<file path="config.mk">
export PLATFORM = sky130hd
export DESIGN_NAME = systolic_skew_feeder_flat
export DESIGN_NICKNAME = d
export VERILOG_FILES = /design/src/rtl/systolic_skew_feeder_if.sv /design/src/rtl/systolic_skew_feeder.sv /design/src/flat_wrapper.sv
export SDC_FILE = /design/constraint.sdc
export NUM_CORES = 1
export LEC_CHECK = 0
export ABC_AREA = 1
export CORE_MARGIN = 10
export CORE_UTILIZATION = 44
export CTS_BUF_LIST = sky130_fd_sc_hd__clkbuf_8
export CTS_CLUSTER_SIZE = 10
export DETAILED_ROUTE_END_ITERATION = 16
export SLEW_MARGIN = 10
export SYNTH_ARGS = -nofsm -noshare
export SYNTH_HDL_FRONTEND = slang
export SYNTH_SLANG_ARGS = --single-unit
export TNS_END_PERCENT = 20
</file>
<file path="constraint.sdc">
create_clock -name clk -period 10.2 [get_ports clk]
set_clock_uncertainty 0.05 [all_clocks]
set_input_delay 2.04 -clock clk [delete_from_list [all_inputs] [get_ports clk]]
set_output_delay 2.04 -clock clk [all_outputs]
set_load 0.05 [all_outputs]
</file>
<file path="src/rtl/systolic_skew_feeder_if.sv">
// Upstream valid/ready operand-vector stream
// feeding systolic_skew_feeder.
interface systolic_skew_feeder_if #(
  parameter int WIDTH = 16,
  parameter int LANES = 4
);
  logic                   in_valid;
  logic                   in_ready;
  logic [LANES*WIDTH-1:0] in_data;
  logic                   in_last;

  modport master (
    output in_valid,
    output in_data,
    output in_last,
    input  in_ready
  );

  modport slave (
    input  in_valid,
    input  in_data,
    input  in_last,
    output in_ready
  );
endinterface

</file>
<file path="src/rtl/systolic_skew_feeder.sv">
// Tile buffer + diagonal skew feeder for the FP16 systolic MAC array.
// Define SKEW_FEEDER_FTZ_EN to flush subnormals to signed zero at write.
module systolic_skew_feeder #(
  parameter int WIDTH      = 16,
  parameter int EXP_BITS   = 5,
  parameter int FRAC_BITS  = 10,
  parameter int LANES      = 4,
  parameter int DEPTH      = 8,
  parameter int DONE_DELAY = 4
) (
  input  logic                   clk,
  input  logic                   reset,
  systolic_skew_feeder_if.slave  up,
  output logic                   primed,
  input  logic                   start,
  output logic                   busy,
  output logic                   truncated,
  output logic [LANES*WIDTH-1:0] lane_out,
  output logic                   done
);

  localparam int CW      = $clog2(DEPTH + 1);
  localparam int PW      = $clog2(DEPTH);
  localparam int FLUSH_N = LANES - 1 + DONE_DELAY;
  localparam int FW      = $clog2(FLUSH_N + 1);

`ifdef SKEW_FEEDER_FTZ_EN
  localparam bit FTZ_EN = 1'b1;
`else
  localparam bit FTZ_EN = 1'b0;
`endif

  typedef enum logic [2:0] {
    S_IDLE,
    S_FILL,
    S_PRIMED,
    S_STREAM,
    S_FLUSH
  } state_e;

  state_e                 state_q, state_d;
  logic [CW-1:0]          count_q, count_d;
  logic [PW-1:0]          wr_q, wr_d;
  logic [PW-1:0]          rd_q, rd_d;
  logic [FW-1:0]          fc_q, fc_d;
  logic                   trunc_q, trunc_d;
  logic                   done_q, done_d;
  logic [LANES*WIDTH-1:0] head_q, head_d;
  logic [LANES*WIDTH-1:0] mem_q [DEPTH];
  logic [LANES*WIDTH-1:0] wdata;
  logic                   rdy, accept, push, pop;

  function automatic logic [WIDTH-1:0] ftz(
    input logic [WIDTH-1:0] e
  );
    logic [EXP_BITS-1:0]  ex;
    logic [FRAC_BITS-1:0] fr;
    ex = e[FRAC_BITS +: EXP_BITS];
    fr = e[FRAC_BITS-1:0];
    if (FTZ_EN && ex == '0 && fr != '0)
      return {e[WIDTH-1], {(WIDTH-1){1'b0}}};
    return e;
  endfunction

  always_comb begin
    wdata = '0;
    for (int i = 0; i < LANES; i++)
      wdata[i*WIDTH +: WIDTH] = ftz(up.in_data[i*WIDTH +: WIDTH]);
  end

  assign rdy = (state_q == S_IDLE) ||
               (state_q == S_FILL && count_q < CW'(DEPTH));
  assign accept = up.in_valid && rdy;

  // Held low during reset; IDLE is already decoded then.
  assign up.in_ready = rdy && !reset;
  assign primed      = (state_q == S_PRIMED);
  assign busy        = (state_q == S_STREAM) ||
                       (state_q == S_FLUSH);
  assign truncated   = trunc_q;
  assign done        = done_q;

  always_comb begin
    state_d = state_q;
    count_d = count_q;
    wr_d    = wr_q;
    rd_d    = rd_q;
    fc_d    = fc_q;
    trunc_d = trunc_q;
    done_d  = 1'b0;
    push    = 1'b0;
    pop     = 1'b0;
    unique case (state_q)
      S_IDLE: begin
        if (accept) begin
          push    = 1'b1;
          trunc_d = 1'b0;
          state_d = up.in_last ? S_PRIMED : S_FILL;
        end
      end
      S_FILL: begin
        if (accept) begin
          push = 1'b1;
          if (up.in_last) begin
            state_d = S_PRIMED;
          end else if (count_q == CW'(DEPTH - 1)) begin
            state_d = S_PRIMED;
            trunc_d = 1'b1;
          end
        end
      end
      S_PRIMED: begin
        if (start) state_d = S_STREAM;
      end
      S_STREAM: begin
        pop = 1'b1;
        if (count_q == CW'(1)) begin
          state_d = S_FLUSH;
          fc_d    = '0;
        end
      end
      S_FLUSH: begin
        fc_d = fc_q + 1'b1;
        if (fc_q == FW'(FLUSH_N - 1)) done_d = 1'b1;
        if (fc_q == FW'(FLUSH_N)) begin
          state_d = S_IDLE;
          wr_d    = '0;
          rd_d    = '0;
        end
      end
      default: state_d = S_IDLE;
    endcase
    if (push) begin
      count_d = count_q + 1'b1;
      wr_d    = (wr_q == PW'(DEPTH - 1)) ? '0 : wr_q + 1'b1;
    end
    if (pop) begin
      count_d = count_q - 1'b1;
      rd_d    = (rd_q == PW'(DEPTH - 1)) ? '0 : rd_q + 1'b1;
    end
  end

  // Zero enters the chain heads whenever no tile data is being popped.
  assign head_d = pop ? mem_q[rd_q] : '0;

  always_ff @(posedge clk) begin
    if (reset) begin
      state_q <= S_IDLE;
      count_q <= '0;
      wr_q    <= '0;
      rd_q    <= '0;
      fc_q    <= '0;
      trunc_q <= 1'b0;
      done_q  <= 1'b0;
      head_q  <= '0;
    end else begin
      state_q <= state_d;
      count_q <= count_d;
      wr_q    <= wr_d;
      rd_q    <= rd_d;
      fc_q    <= fc_d;
      trunc_q <= trunc_d;
      done_q  <= done_d;
      head_q  <= head_d;
    end
  end

  always_ff @(posedge clk) begin
    if (push) mem_q[wr_q] <= wdata;
  end

  for (genvar i = 0; i < LANES; i++) begin : g_lane
    if (i == 0) begin : g_head
      assign lane_out[0 +: WIDTH] = head_q[0 +: WIDTH];
    end else begin : g_chain
      logic [WIDTH-1:0] chain_q [i];
      always_ff @(posedge clk) begin
        if (reset) begin
          for (int k = 0; k < i; k++) chain_q[k] <= '0;
        end else begin
          chain_q[0] <= head_q[i*WIDTH +: WIDTH];
          for (int k = 1; k < i; k++) chain_q[k] <= chain_q[k-1];
        end
      end
      assign lane_out[i*WIDTH +: WIDTH] = chain_q[i-1];
    end
  end

endmodule

</file>
<file path="src/flat_wrapper.sv">
// flat-port wrapper written by rule: the top's interface ports become plain ports
module systolic_skew_feeder_flat 
#(
  parameter int WIDTH      = 16,
  parameter int EXP_BITS   = 5,
  parameter int FRAC_BITS  = 10,
  parameter int LANES      = 4,
  parameter int DEPTH      = 8,
  parameter int DONE_DELAY = 4
)
  (clk, reset, primed, start, busy, truncated, lane_out, done, up_in_valid, up_in_data, up_in_last, up_in_ready);
  systolic_skew_feeder_if #(.WIDTH(WIDTH), .LANES(LANES)) up_i ();
  input  logic clk;
  input  logic reset;
  output logic primed;
  input  logic start;
  output logic busy;
  output logic truncated;
  output logic [LANES*WIDTH-1:0] lane_out;
  output logic done;
  input wire logic [$bits(up_i.in_valid)-1:0] up_in_valid;
  input wire logic [$bits(up_i.in_data)-1:0] up_in_data;
  input wire logic [$bits(up_i.in_last)-1:0] up_in_last;
  output wire logic [$bits(up_i.in_ready)-1:0] up_in_ready;
  assign up_i.in_valid = up_in_valid;
  assign up_i.in_data = up_in_data;
  assign up_i.in_last = up_in_last;
  assign up_in_ready = up_i.in_ready;
  systolic_skew_feeder #(.WIDTH(WIDTH), .EXP_BITS(EXP_BITS), .FRAC_BITS(FRAC_BITS), .LANES(LANES), .DEPTH(DEPTH), .DONE_DELAY(DONE_DELAY)) u_core (.clk(clk), .reset(reset), .up(up_i), .primed(primed), .start(start), .busy(busy), .truncated(truncated), .lane_out(lane_out), .done(done));
endmodule
</file>
Word level (Yosys, flattened, before mapping):

Memories as Yosys holds them, arrays and structs flattened. A register that Yosys moved wholly into a read port is not among the register bits.
Cells that the tools add are included.

* $add $sub $neg: 5
* magnitude comparators: 1
* eq/ne operators: 18
* muxes and demuxes: 39
* bitwise operators: 7
* reduce and logical (&&, ||, !) cells: 23

Operators by type and width (count)
* two-way mux 16 bit: 6
* two-way mux 3 bit: 13
* OR reduction 16 bit: 1
* equality test 3 bit (second input constant): 5
* case mux 3 bit (5 select lines): 1
* two-way mux 1 bit: 14
* nonzero test 2 bit: 7
* adder 3 x 1 -> 3 bit (second input constant): 3
* two-way mux 4 bit: 2
* != test 2 bit (second input constant): 4
* equality test 3 x 2 -> 1 bit (second input constant): 2
* != test 2 x 1 -> 1 bit (second input constant): 3
* case mux 3 bit (2 select lines): 1
* AND reduction 2 bit: 3
* AND reduction 6 bit: 1
* OR reduction 2 bit: 3
* OR 1 bit: 5
* AND reduction 5 bit: 1
* adder 4 x 1 -> 4 bit (second input constant): 1
* equality test 4 x 1 -> 1 bit (second input constant): 1
* equality test 4 x 3 -> 1 bit (second input constant): 1
* < comparator 4 bit (second input constant): 1
* subtractor 4 x 1 -> 4 bit (second input constant): 1
* equality test 3 x 1 -> 1 bit (second input constant): 1
* other kinds (8): 12

* register bits after elaboration: 18
* memory bits (writable): 608
* input port bits: 69
* output and inout bits: 69
* logic and storage cells: 104
* memories kept: 4

Memory list
* u_core.mem_q: depth 8, width 64, rd ports 1, clocked after memory_dff 1, write ports 1, line systolic_skew_feeder.sv:49 `logic [LANES*WIDTH-1:0] mem_q [DEPTH];`
* u_core.g_lane[3].g_chain.chain_q: depth 3, width 16, rd ports 3, clocked after memory_dff 0, write ports 3, line systolic_skew_feeder.sv:176 `logic [WIDTH-1:0] chain_q [i];`
* u_core.g_lane[2].g_chain.chain_q: depth 2, width 16, rd ports 2, clocked after memory_dff 0, write ports 2, line systolic_skew_feeder.sv:176
* u_core.g_lane[1].g_chain.chain_q: depth 1, width 16, rd ports 1, clocked after memory_dff 0, write ports 1, line systolic_skew_feeder.sv:176

Depth between registers and ports, before layout:

Gate-level depths: netlist of run 1.

* word-level depth: 8
* mapped depth: 9

Worst setup path after synthesis of run 1:

Ideal clock, no wire load.

* path kind: input to register
* from: input port up_in_valid
* to: memory u_core.mem_q[3][0] (netlist name) (enable)
* setup time: 0.565 ns
* data arrival time: 6.765 ns
* data required time: 9.585 ns
* setup slack: 2.820 ns
* stages on the path: 4
* cells stage by stage: nand3_1 inv_1 nand2_1 nor3_1

* word-level cells in the longest chain between the ends: 5

Ends and longest elaborated chain
* from (decl): line flat_wrapper.sv:21 `input wire logic [$bits(up_i.in_valid)-1:0] up_in_valid;`
* logical AND 1 bit: line systolic_skew_feeder.sv:73 `assign accept = up.in_valid && rdy;`
* two-way mux 1 bit: line systolic_skew_feeder.sv:95, systolic_skew_feeder.sv:102
* two-way mux 1 bit
* two-way mux 1 bit: line systolic_skew_feeder.sv:169 `if (push) mem_q[wr_q] <= wdata;`
* two-way mux 1 bit (not written as such): line systolic_skew_feeder.sv:169
* to (decl): line systolic_skew_feeder.sv:49

Every way passes these cells.

Worst setup path after layout of run 1:

* from: input port reset
* to: output port up_in_ready

* word-level cells in the longest chain between the ends: 2

Ends and longest elaborated chain
* from (decl): line flat_wrapper.sv:14 `input logic reset;`
* zero test 1 bit: line systolic_skew_feeder.sv:76 `assign up.in_ready = rdy && !reset;`
* logical AND 1 bit: line systolic_skew_feeder.sv:76
* to (decl): line flat_wrapper.sv:24 `output wire logic [$bits(up_i.in_ready)-1:0] up_in_ready;`

Every way passes these cells.

==> metrics.log, run 1 <==
[metrics] top flip-flop cell by instance count after synthesis: sky130_fd_sc_hd__edfxtp_1
[metrics] library cell occupying the most area in the post-synthesis netlist: sky130_fd_sc_hd__edfxtp_1
[metrics] worst relative slew slack: around 11%
[metrics] total I/O pin count: 138
[metrics] worst slack at placement: about 4.7 ns
[metrics] outcome: completed
[metrics] post-synthesis cell count: between 2000 and 2500
[metrics] Floorplan Core Area: roughly 58000 um2
[metrics] clock edge transition at the registers on the reported setup and hold paths: around 0.06 ns
[metrics] Avg Cell Area, Syn: between 10 and 15 um2
[metrics] number of antenna violations at the first check in global routing: 7
[metrics] worst setup path class: in -> out
[metrics] Area contributors post-synth: sky130_fd_sc_hd__edfxtp_1 60%, sky130_fd_sc_hd__dfxtp_1 14%, sky130_fd_sc_hd__nor2_1 9.4%
[metrics] worst path required time: around 8 ns
[metrics] count of input and output buffers: roughly 140
[metrics] final estimated routing congestion in global placement: about 0.73
[metrics] H-tree depth reported by CTS: 3
[metrics] Final Slew Violations: 0
[metrics] number of DRC violations after detailed-routing iteration 0: between 1000 and 1500
[metrics] sum of net half-perimeters after detailed placement: roughly 27 mm
[metrics] leakage component of the power: approximately 0.01 uW
[metrics] GRT overflow: 0
[metrics] async set-reset flop share out of synthesis: 0%
[metrics] maximum clock frequency: about 0.18 GHz
[metrics] Tightest Pin Transition: 1.33 ns
[metrics] max-cap viol count: 0
[metrics] Layout Nets: roughly 2300
[metrics] row count: between 80 and 90
[metrics] syn_nets: ~2200
[metrics] Fin Setup TNS: 0 ns
[metrics] area delta synth->final: 14.7%
[metrics] number of routed nets with antenna violations: 0
[metrics] warning count from the yosys run: 0
[metrics] routed vias/inst: 4.94
[metrics] Die Area: 68100 um2
[metrics] die width: between 200 and 300 um
[metrics] DR DRC count: 0
[metrics] Gates resized, CTS repair: 0
[metrics] Clock Sink Count: 690
[metrics] minimum clock period: between 5 and 6 ns
[metrics] Period Utilization, post-route: between 50% and 60%
[metrics] via count of the first global-routing pass: between 15000 and 20000
[metrics] final standard cell count with taps included and fillers excluded: between 3000 and 4000
[metrics] number of synthesized register bits: roughly 700
[metrics] number of buffers added to fix hold violations after cts: 0
[metrics] number of different library cells in the post-synthesis netlist: 26
[metrics] final setup fails: 0
[metrics] sequential element share of the synthesized area: about three quarters
[metrics] number of placed cells counting well taps: ~3000
[metrics] leading cell type by number of instances after synthesis: sky130_fd_sc_hd__nor2_1
[metrics] DR pass1 iterations: 5
[metrics] overall track demand over capacity in global routing: between 15 and 20%
[metrics] netlist area before placement: about 26000 um2
[metrics] Clock Root Buffer: sky130_fd_sc_hd__clkbuf_8
[metrics] Clk Latency, worst-skew pair: between 0.7 and 0.8 ns
[metrics] setup slack of the critical path after layout: ~4.8 ns
[metrics] DR WL/cell: ~17 um
[metrics] first-pass GRT wire length: roughly 84 mm
[metrics] Clock Tree Buf Depth: 3
[metrics] post-CTS setup buffers: 0
[metrics] maximum fanout along the worst path: 53
[metrics] Initial Util: approximately 44%
[metrics] DRT Wirelength: about 54 mm
[metrics] fraction of final layout cells sized beyond drive strength 1: around 8.1%
[metrics] Max rail drop VDD: a little over 0.00009 V
[metrics] pwr/cell area: roughly 210 nW/um2
[metrics] Fin Hold WS: approximately 0.35 ns
[metrics] total vias in the final route: around 15000
[metrics] number of buffers created by CTS: around 110
[metrics] TritonCTS clock tree: yes
[metrics] leading post-synthesis cells by instance count: 640 x sky130_fd_sc_hd__nor2_1, 512 x sky130_fd_sc_hd__edfxtp_1, 390 x sky130_fd_sc_hd__o21ai_0, 178 x sky130_fd_sc_hd__dfxtp_1, 118 x sky130_fd_sc_hd__inv_1
[metrics] largest net degree at the start of global routing: between 200 and 300
[metrics] setup repair after global routing missed its margin: false
[metrics] type of the most critical hold path: reg -> reg
[metrics] Die Ht: 261 um
[metrics] Hold Vio Cnt, Final: 0
[metrics] arrival time worst endpoint: 3.35 ns
[metrics] Worst setup SP type: input port
[metrics] number of synthesized flops with an enable pin: approximately 500
[metrics] critical path capture point type: output port
[metrics] share of Yosys cell area claimed by the top area cell type: between 60 and 70%
==> metrics by stage <==
step	utilization, %	area, um2	power [uW]
floorplan	-	25500	3810
global placement	47.1	27100	3990
detailed placement	47.1	27100	4010
CTS	50.9	29300	6270
global route	50.9	29300	6500
finish	50.9	29300	6190
==> power breakdown <==
part / switching (uW) / internal (uW)
sequential: 64.1 / 3170
combinational: 500 / 210
clock: 1040 / 1200
total: 1610 / 4580
==> state kept, by name, summed over array words and instances (netlist names) <==
name	count
u_core.done	1
u_core.wr_q	3
u_core.g_lane.g_chain.chain_q	96
u_core.count_q	4
u_core.rd_q	3
u_core.mem_q	512
u_core.truncated	1
u_core.head_q	64
u_core.state_q	3
u_core.fc_q	3
==> layer usage <==
| metal | wire length [um] | share of wire [%] | vias to the layer above | global-route usage [%] |
|---|---|---|---|---|
| li1 | - | - | 7533 | - |
| met1 | 24000 | 44 | 7501 | 20.0 |
| met2 | 26000 | 48 | 350 | 26.0 |
| met3 | 3090 | 5.7 | 75 | 3.62 |
| met4 | 1050 | 1.9 | 8 | 5.52 |
| met5 | 66 | 0.12 | - | 0 |
==> critical path, cell delays in order <==
cell                              delay [ns]
sky130_fd_sc_hd__buf_4                  0.46
sky130_fd_sc_hd__nor2_1                 0.10
sky130_fd_sc_hd__clkdlybuf4s50_1        0.73
==> final timing paths <==
check	from	endpoint	slack (ns)	depth (start not counted)
worst max-delay path	reset	up_in_ready	4.76	3
worst max register to register	u_core.state_q[2]	u_core.mem_q[0][4]	6.93	6
worst min-delay path	u_core.head_q[28]	u_core.g_lane[1].g_chain.chain_q[0][12]	0.35	2
worst min register to register	u_core.head_q[28]	u_core.g_lane[1].g_chain.chain_q[0][12]	0.35	2
==> cells in the final DEF (no fill, tap or decap), drive strengths merged <==
cell and count:
nand2 42, a31oi 1, nor2 641, buf 21, clkdlybuf4s50 136, nor3 2, diode 3, ha 10
a22oi 1, o211ai 1, inv 168, clkinvlp 5, clkbuf 133, edfxtp 512, clkinv 22, or2 2
nand3 15, bufinv 1, o21ai 455, dfxtp 178, a21oi 14
==> area by class of cell <==
| class | count | area (um2) |
|---|---|---|
| flip-flops and latches | 690 | 18900 |
| clock buffers | 133 | 1830 |
| diodes | 3 | 7.51 |
| multi-input cells | 1184 | 5220 |
| well taps | 765 | 957 |
| repair buffers | 157 | 1530 |
| fillers | 4967 | 28300 |
| inverters | 122 | 463 |
| clock inverters | 74 | 338 |
==> kinds of logic after synthesis <==
family          share of synthesized area (%)
buf+inv                                  5.64
flops                                    74.1
simple gates                             10.5
fa+ha+maj                               0.490
compound gates                           9.27
Power figures use the tool's default switching activity.
==> inputs of run 2 (changes only) <==
==> constraint.sdc (replaced) <==
create_clock -name clk -period 5.37 [get_ports clk]
set_clock_uncertainty 0.05 [all_clocks]
set_input_delay 1.074 -clock clk [delete_from_list [all_inputs] [get_ports clk]]
set_output_delay 1.074 -clock clk [all_outputs]
set_load 0.05 [all_outputs]
==> metrics.log, run 2 (same netlist as run 1, synthesis figures left out) <==
[metrics] DR pass1 iterations: 5 (unchanged)
[metrics] Die Ht: 261 um (unchanged)
[metrics] most congested layer reported by global routing: met2
[metrics] worst path required time: 4.25 ns (-3.86 ns)
[metrics] GR Util met3: 3.49% (-0.13 points)
[metrics] Hold Path Depth: 2 (unchanged)
[metrics] largest net degree at the start of global routing: 180 (-31%)
[metrics] type of the most critical hold path: reg -> reg
[metrics] maximum clock frequency: ~0.27 GHz
[metrics] Hold Vio Cnt, Final: 0 (unchanged)
[metrics] critical path capture point type: output port
[metrics] instance area after placement: 27200 um2 (+0.33%)
[metrics] largest registers: u_core.mem_q (512), u_core.g_lane.g_chain.chain_q (96), u_core.head_q (64)
[metrics] Largest register FFs: 512 (unchanged)
[metrics] first-pass GRT wire length: 86.8 mm (+3.7%)
[metrics] Tightest Pin Transition: 1.11 ns (-0.222 ns)
[metrics] final setup fails: 0 (unchanged)
[metrics] Clock Tree Buf Depth: 3 (unchanged)
[metrics] number of DRC violations after detailed-routing iteration 0: 981 (-6.5%)
[metrics] post-route cell area: 29400 um2 (+0.24%)
[metrics] total I/O pin count: 138 (unchanged)
[metrics] overall track demand over capacity in global routing: 16.2% (+0.54 points)
[metrics] total of fill cells in the finished design: 5007 (+0.81%)
[metrics] fraction of final layout cells sized beyond drive strength 1: 8.01% (-0.042 points)
[metrics] area occupied by multi-input gates: 5230 um2 (+0.12%)
[metrics] Period Utilization, post-route: between 60% and 70%
[metrics] arrival time worst endpoint: 2.53 ns (-0.82 ns)
[metrics] number of routed nets with antenna violations: 0 (unchanged)
[metrics] commonest cells after routing, fill and taps aside: 634 x sky130_fd_sc_hd__nor2_1, 512 x sky130_fd_sc_hd__edfxtp_1, 390 x sky130_fd_sc_hd__o21ai_0
[metrics] Initial Util: 44.4% (unchanged)
[metrics] leakage component of the power: 0.0103 uW (+0.57%)
[metrics] max-cap viol count: 0 (unchanged)
[metrics] number of buffers created by CTS: 107 (-1.8%)
[metrics] Die Area: 68100 um2 (unchanged)
[metrics] clock edge transition at the registers on the reported setup and hold paths: 0.06 ns (about the same)
[metrics] DRT Wirelength: 55.7 mm (+2.8%)
[metrics] Net Switching: 3090 uW (+92%)
[metrics] Final Slew Violations: 0 (unchanged)
[metrics] area of all sequential standard cells: 18900 um2 (unchanged)
[metrics] fraction of power spent switching nets: 26.1% (+0.071 points)
[metrics] number of antenna violations at the first check in global routing: 4 (-3)
[metrics] number of buffers added to fix hold violations after cts: 0 (unchanged)
[metrics] DR WL/cell: 17.8 um (+2.9%)
[metrics] setup repair after global routing missed its margin: false
[metrics] via count of the first global-routing pass: 15617 (+2.9%)
[metrics] Worst setup SP type: register
[metrics] DR DRC count: 0 (unchanged)
[metrics] number of cells traversed by the worst register-to-register path: 6 (unchanged)
[metrics] met1 demand-to-capacity share in global routing: 21.1% (+1.1 points)
[metrics] outcome: completed
[metrics] sum of net half-perimeters after detailed placement: 29.6 mm (+9.9%)
[metrics] final estimated routing congestion in global placement: 0.757 (+4.1%)
[metrics] area delta synth->final: 15.0%
[metrics] Clock Sink Count: 690 (unchanged)
[metrics] Clock Root Buffer: sky130_fd_sc_hd__clkbuf_8
[metrics] met2 Usage GRT: 26.5% (+0.53 points)
[metrics] combinational share of power: 11.7% (+0.2 points)
[metrics] GRT overflow: 0 (unchanged)
[metrics] count of input and output buffers: 137 (unchanged)
[metrics] Biggest register: u_core.mem_q
[metrics] sequential group share of total power: 51.9% (-0.3 points)
[metrics] maximum fanout along the worst path: 10 (-81%)
[metrics] routed vias/inst: 4.98 (+0.73%)
[metrics] Clk Latency, worst-skew pair: 0.70 ns (about the same)
[metrics] Fin Hold WS: 0.347 ns (+0.00132 ns)
[metrics] H-tree depth reported by CTS: 3 (unchanged)
[metrics] worst relative slew slack: 25.9% (+15 points)
[metrics] Gates resized, CTS repair: 0 (unchanged)
[metrics] Max rail drop VDD: 0.000213 V (+130%)
[metrics] pwr/cell area: 403 nW/um2 (+91%)
[metrics] Floorplan Core Area: 57600 um2 (unchanged)
[metrics] minimum clock period: approximately 3.7 ns
[metrics] total vias in the final route: 15570 (+0.67%)
[metrics] die width: 261 um (unchanged)
[metrics] worst setup path class: reg -> out
[metrics] Layout Nets: 2347 (+0.17%)
[metrics] TritonCTS clock tree: yes
[metrics] Clk network pwr share: 36.4% (about the same)
[metrics] internal power contribution: 8750 uW (+91%)
[metrics] post-CTS setup buffers: 0 (unchanged)
[metrics] row count: 88 (unchanged)
[metrics] commonest non-fill, non-tap cell in the layout: sky130_fd_sc_hd__nor2_1
==> run 2: cell count changes in the layout (fill, tap and decap cells not counted) <==
cell	delta
sky130_fd_sc_hd__buf_4	+3
sky130_fd_sc_hd__clkinv_2	-2
sky130_fd_sc_hd__clkbuf_8	-7
sky130_fd_sc_hd__clkinv_1	-3
sky130_fd_sc_hd__nor3_4	+1
sky130_fd_sc_hd__diode_2	-2
sky130_fd_sc_hd__clkinvlp_4	-5
sky130_fd_sc_hd__nor3_2	-1
sky130_fd_sc_hd__bufinv_16	+3
sky130_fd_sc_hd__buf_12	+3
sky130_fd_sc_hd__inv_6	+4
sky130_fd_sc_hd__inv_1	+4
==> run 2: path summary, 6_finish.rpt <==
path                                                              from                                       to  slack, ns
worst min-delay path            u_core.g_lane[2].g_chain.chain_q[0][6]  u_core.g_lane[2].g_chain.chain_q[0][22]       0.35
worst min register to register  u_core.g_lane[2].g_chain.chain_q[0][6]  u_core.g_lane[2].g_chain.chain_q[0][22]       0.35
worst max-delay path                                 u_core.state_q[0]                                     busy       1.71
worst max register to register                       u_core.state_q[2]                      u_core.mem_q[1][25]       2.36
==> run 2: layout make-up <==
| type | count | area share, % |
|---|---|---|
| Multi-Input combinational cell | 1184 | 17.8 |
| Tap cell | 765 | 3.26 |
| Inverter | 122 | 1.58 |
| Clock inverter | 75 | 1.43 |
| Timing Repair Buffer | 163 | 5.50 |
| Sequential cell | 690 | 64.5 |
| Antenna cell | 1 | 0.00852 |
| Clock buffer | 126 | 5.91 |
==> run 2: metal layers <==
| layer | share of wire, % | vias to the layer above |
|---|---|---|
| li1 | - | 7525 |
| met3 | 5.9 | 96 |
| met5 | 0.074 | - |
| met4 | 2.0 | 6 |
| met2 | 47 | 377 |
| met1 | 45 | 7566 |
==> run 2: power by group through the flow <==
| stage | combinational [uW] | sequential [uW] | clock [uW] |
|---|---|---|---|
| 2_1_floorplan | 1000 | 6240 | 0 |
| 3_3_place_gp | 1380 | 6250 | 0 |
| 3_5_place_dp | 1410 | 6260 | 0 |
| 4_1_cts | 1410 | 6150 | 4410 |
| 5_1_grt | 1590 | 6170 | 4650 |
| 6_report | 1390 | 6150 | 4300 |
==> run 2: metrics by stage <==
stage	setup WS [ns]	cells	power [uW]	utilization, %	TNS (ns)
after global routing	1.57	3126	12400	51.0	0
after floorplan	-1.04	2161	7240	-	-66.57
after detailed placement	1.53	2924	7660	47.3	0
after CTS	1.66	3125	12000	51.0	0
final	1.71	3126	11800	51.0	0
after global placement	1.56	2924	7630	47.3	0
==> run 2: worst max-delay path, stage by stage, from the launching register on <==
cell and delay, ns:
sky130_fd_sc_hd__dfxtp_1 0.45, sky130_fd_sc_hd__nand2_2 0.10, sky130_fd_sc_hd__nor2_4 0.20, sky130_fd_sc_hd__inv_1 0.18
sky130_fd_sc_hd__nand2_1 0.11, sky130_fd_sc_hd__clkdlybuf4s50_1 0.82
